File: config.mk
export PLATFORM = sky130hd
export DESIGN_NAME = i2s_tx_serializer
export DESIGN_NICKNAME = d
export VERILOG_FILES = /design/src/rtl/i2s_tx_serializer.sv
export SDC_FILE = /design/constraint.sdc
export NUM_CORES = 1
export LEC_CHECK = 0
export BUFFER_PORTS_ARGS = -buffer_cell sky130_fd_sc_hd__buf_2
export CAP_MARGIN = 5
export CORE_MARGIN = 2
export CORE_UTILIZATION = 60
export CTS_CLUSTER_SIZE = 10
export DETAILED_ROUTE_END_ITERATION = 12
export PLACE_DENSITY_LB_ADDON = 0.1
export SLEW_MARGIN = 20
export SYNTH_ARGS = -nofsm -noshare
export SYNTH_HDL_FRONTEND = slang
export SYNTH_SLANG_ARGS = --single-unit
File: constraint.sdc
create_clock -name clk -period 2.9 [get_ports clk]
set_input_delay 0.58 -clock clk [delete_from_list [all_inputs] [get_ports clk]]
set_output_delay 0.58 -clock clk [all_outputs]
set_load 0.05 [all_outputs]
File: src/rtl/i2s_tx_serializer.sv
// I2S transmitter: oversamples external bclk/lrclk, serializes per-channel holding registers MSB-first.
// Build option I2S_TX_UNDERRUN_MUTE_EN: send zeros on underrun instead of repeating the last sample.
module i2s_tx_serializer #(
  parameter int DATA_W      = 16,
  parameter int SLOT_W      = 32,
  parameter int SYNC_STAGES = 2
) (
  input  logic              clk,
  input  logic              reset,
  input  logic              bclk_in,
  input  logic              lrclk_in,
  input  logic [DATA_W-1:0] sample_in,
  input  logic              sample_valid,
  input  logic              sample_ch,
  output logic              sdata_out,
  output logic              load_strobe,
  output logic              load_ch,
  output logic              underrun,
  output logic              frame_err
);

  typedef enum logic {WAIT_SYNC, ACTIVE} state_t;

  localparam logic [5:0] SLOT_LEN = 6'(SLOT_W);
  localparam logic [5:0] CNT_MAX  = 6'd63;

  logic [SYNC_STAGES-1:0] bclk_sync;
  logic [SYNC_STAGES-1:0] lr_sync;
  logic                   bclk_d;
  logic                   fe_raw;
  logic                   fe_q;
  logic                   lr_q;
  logic                   lr_prev;
  logic                   lr_chg;

  state_t state;
  state_t state_nx;
  logic   do_load;
  logic   do_shift;
  logic   chk_frame;

  logic [DATA_W-1:0] shreg;
  logic [DATA_W-1:0] hold_l;
  logic [DATA_W-1:0] hold_r;
  logic              fresh_l;
  logic              fresh_r;
  logic [5:0]        slot_cnt;

  logic              bypass;
  logic              sel_fresh;
  logic              load_underrun;
  logic [DATA_W-1:0] sel_hold;
  logic [DATA_W-1:0] fallback;
  logic [DATA_W-1:0] load_word;

  // fe is registered once more so lr_q and fe_q describe the same bclk edge (SYNC_STAGES >= 2).
  assign fe_raw = bclk_d & ~bclk_sync[SYNC_STAGES-1];
  assign lr_chg = fe_q && (lr_q != lr_prev);

  always_ff @(posedge clk) begin
    if (!reset) begin
      bclk_sync <= '0;
      lr_sync   <= '0;
      bclk_d    <= 1'b0;
      fe_q      <= 1'b0;
      lr_q      <= 1'b0;
    end else begin
      bclk_sync <= {bclk_sync[SYNC_STAGES-2:0], bclk_in};
      lr_sync   <= {lr_sync[SYNC_STAGES-2:0], lrclk_in};
      bclk_d    <= bclk_sync[SYNC_STAGES-1];
      fe_q      <= fe_raw;
      lr_q      <= lr_sync[SYNC_STAGES-1];
    end
  end

  always_ff @(posedge clk) begin
    if (!reset) state <= WAIT_SYNC;
    else        state <= state_nx;
  end

  always_comb begin
    state_nx  = state;
    do_load   = 1'b0;
    do_shift  = 1'b0;
    chk_frame = 1'b0;
    case (state)
      WAIT_SYNC: begin
        if (lr_chg) begin
          do_load  = 1'b1;
          state_nx = ACTIVE;
        end
      end
      ACTIVE: begin
        do_shift  = fe_q;
        do_load   = lr_chg;
        chk_frame = lr_chg && (slot_cnt != SLOT_LEN);
      end
      default: state_nx = WAIT_SYNC;
    endcase
  end

  // A write aimed at the channel being loaded this very cycle goes straight into the shifter.
  always_comb begin
    bypass    = sample_valid && (sample_ch == lr_q);
    sel_fresh = lr_q ? fresh_r : fresh_l;
    sel_hold  = lr_q ? hold_r : hold_l;
`ifdef I2S_TX_UNDERRUN_MUTE_EN
    fallback  = '0;
`else
    fallback  = sel_hold;
`endif
    load_word     = fallback;
    load_underrun = 1'b0;
    if (bypass)         load_word = sample_in;
    else if (sel_fresh) load_word = sel_hold;
    else                load_underrun = 1'b1;
  end

  always_ff @(posedge clk) begin
    if (!reset) begin
      sdata_out   <= 1'b0;
      load_strobe <= 1'b0;
      load_ch     <= 1'b0;
      underrun    <= 1'b0;
      frame_err   <= 1'b0;
      shreg       <= '0;
      hold_l      <= '0;
      hold_r      <= '0;
      fresh_l     <= 1'b0;
      fresh_r     <= 1'b0;
      slot_cnt    <= '0;
      lr_prev     <= 1'b0;
    end else begin
      load_strobe <= 1'b0;
      underrun    <= 1'b0;
      frame_err   <= 1'b0;

      if (sample_valid) begin
        if (sample_ch) begin
          hold_r  <= sample_in;
          fresh_r <= 1'b1;
        end else begin
          hold_l  <= sample_in;
          fresh_l <= 1'b1;
        end
      end

      if (fe_q) lr_prev <= lr_q;

      if (do_shift) begin
        sdata_out <= shreg[DATA_W-1];
        shreg     <= shreg << 1;
      end

      if (do_load) slot_cnt <= 6'd1;
      else if (state == ACTIVE && fe_q && slot_cnt != CNT_MAX) slot_cnt <= slot_cnt + 6'd1;

      // The current bit has already been taken from shreg above; the new word replaces the shift.
      if (do_load) begin
        shreg       <= load_word;
        load_strobe <= 1'b1;
        load_ch     <= lr_q;
        underrun    <= load_underrun;
        if (lr_q) fresh_r <= 1'b0;
        else      fresh_l <= 1'b0;
      end

      if (chk_frame) frame_err <= 1'b1;
    end
  end

endmodule

==> reports/results.ini <==
[outcome]
status=complete, no violations

[power_and_ir_drop]
pwr-share-comb_pct=6.5
internal_power_w=0.00142
clockPowerShare_pct=38.9
seqPwrFrac_pct=54.6
powerDensity_mw_per_mm2=577
p_sw_share_pct=22.4
power_leakage_nw=1.37
p_switching_w=0.000410
ir_worst_vdd_mv=0.352
p_total_w=0.00183

[timing]
relSlewSlack_pct=55.5
slew_viol_final=0
fin_tns_setup_ps=0
period_share_pct=52.8
tightest_slew_ps=667
fmax_mhz=653
setup_ws_ps=1370
hold_viol=0
fin_skew_ps=5.76
grt_setup_unrepaired=false
setup_viol=0
min_period_ps=1530

[finish]
fill_cells=390
most-common-layout-cells=dfxtp_1 (70), mux2i_1 (33), nor2b_1 (32)
area_growth_pct=9.04
finalNonFillerCells=361
drive_above_1_share_pct=16.9
finalCoreUtilization_pct=67.5
layout_commonest_cell=dfxtp_1
nets=326
num_antenna_cells=0

[routing]
ant_nets=0
wire_per_inst_microns=14.1
route.detailed.drc=0
first_pass_iters=4
drt_iter0_drc=86
viasPerCell=5.58
vias=2015
totalWireLength_microns=5100

[placement]
dp.cells=345
gp_congestion=0.730
place_ws_ps=1090
place.detailed.hpwl_microns=3370
numPortBuffers=26

[yosys]
synth_cell_type_count=40
yosys_most_used_dff=dfxtp_1
synthCells=280
synth_nets=304
yosysWarnings=0
syn-cell-area_sq_mm=0.00291
synth.top_cells.by_area=dfxtp_1 (48%), mux2i_1 (11%), nor2b_1 (6.9%)
synth_edf_count=0
syn_avg_cell_area_sq_um=10.4
synth_top_cell_area_share_pct=48.2
synth_seq_cells=70
yosys.area.top_type=dfxtp_1
async_reset_ff_share_pct=0
synth-seq-area-share_pct=48.2

[setup_path]
crit_chain=xor2_2 -> o21a_2 -> o221ai_1 -> nor2_1
cpLargestDelayFamily=compound AO/OA/AOI/OAI gates
cp_max_fo=15
cp_slowest_cell=dfxtp_1
r2r_start=lr_q
crit_type=reg2reg
cp_num_cells=4
slowest_delay_ps=530
critPathArrivalTime_ps=1800
crit_path_start=lr_q
required_ps=3170
path_buf_inv=0
ff2ff_setup_slack_ps=1370
critPathCaptureType=register
start_kind=register
crit_end=shreg[2]
ff2ff_path_depth=4
worstReg2RegEnd=shreg[2]

[floorplan]
num_io_pins=27
dieHeight_microns=73.6
placementRows=25
die-width_microns=73.6
dieArea_sq_mm=0.00542
core_area_sq_mm=0.00469
start_util_pct=61.9

[cts]
cts.sinks=70
ctsResizeCount=0
cts_buffers=9
cts_tree=yes
clockRootBuffer=clkbuf_8
path_clk_slew_ps=70
hold_buffers=0
post_cts_buffers=0
clk_latency_ps=330
cts_buffer_depth=2
h-tree-depth=3

[run]
maxCapViolCount=0

[min_path]
hold_class=reg2reg
min-delay-start=bclk_sync[1]

[global_routing]
antenna_found_initial=0
grt_pass1_wl_microns=8390
overflow=0
grt_max_degree=46
grt_usage_pct=20.5
grt_pass1_vias=1848

==> sequential cells by signal, summed over array words and instances, names as in the netlist, 2 cells and up <==
signal,cells
hold_r,16
slot_cnt,6
shreg,16
bclk_sync,2
hold_l,16
lr_sync,2
==> stage by stage <==
step	cell area, sq um	hold WS [ps]
final	3170	413
after global routing	3170	440
after CTS	3170	411
after detailed placement	2980	400
after global placement	2980	393
after floorplan	2910	382
==> power groups by stage <==
stage / Clock, W / Sequential (W) / Combinational [W]
5_1_grt: 0.000774 / 0.00100 / 0.000131
6_report: 0.000711 / 0.000998 / 0.000118
4_1_cts: 0.000731 / 0.000998 / 0.000119
3_3_place_gp: 0 / 0.00102 / 0.000116
3_5_place_dp: 0 / 0.00102 / 0.000119
2_1_floorplan: 0 / 0.00102 / 0.0000878
==> layout make-up <==
class,instances,area (sq um),share of cell area (%)
inverters,6,22.5,0.711
multi-input cells,184,1330,41.8
repair buffers,31,168,5.29
flip-flops and latches,70,1400,44.2
well taps,54,67.6,2.13
clock inverters,4,20.0,0.632
clock buffers,12,165,5.21
==> how the worst min path moves through the flow <==
stage                 to  cells after the start  slack, ps
floorplan           fe_q                      1        380
global placement    fe_q                      1        390
detailed placement  fe_q                      1        400
CTS                 fe_q                      1        410
global route        fe_q                      1        440
finish              fe_q                      1        410
==> synth_stat cells, types with 2 or more instances <==
| cell type | count |
|---|---|
| a21boi_0 | 4 |
| a21oi_1 | 5 |
| a22o_1 | 5 |
| a2bb2oi_1 | 10 |
| and2_1 | 8 |
| buf_2 | 4 |
| buf_6 | 5 |
| clkbuf_1 | 7 |
| clkbuf_8 | 2 |
| dfxtp_1 | 70 |
| ha_1 | 2 |
| inv_1 | 6 |
| mux2i_1 | 33 |
| nand2_1 | 22 |
| nand2b_1 | 2 |
| nand3_1 | 4 |
| nand3b_1 | 2 |
| nand4_1 | 5 |
| nor2_1 | 14 |
| nor2b_1 | 32 |
| nor3_1 | 3 |
| o2111a_1 | 10 |
| o21ai_0 | 4 |
| o221ai_1 | 5 |
==> cell families (layout without fill, tap and decap cells) <==
logic type               after synthesis  in the layout  share of synthesized area, %
AND/OR/NAND/NOR                       98             98                          18.3
flip-flops                            70             70                          48.2
AO/OA/AOI/OAI                         48             48                          13.9
multiplexers                          33             33                          11.4
buffers and inverters                 26             53                          6.20
XOR/XNOR                               3              3                          1.16
adder cells (fa/ha/maj)                2              2                         0.861
==> metal layers <==
layer	routed length, microns	track usage (%)	vias up	share of wire, %
met4	66	8.89	0	1.3
met1	2550	26.4	954	50
met5	0	0	-	0
li1	-	-	1023	-
met3	188	6.72	6	3.7
met2	2290	31.4	32	45
Power figures use the tool's default switching activity.
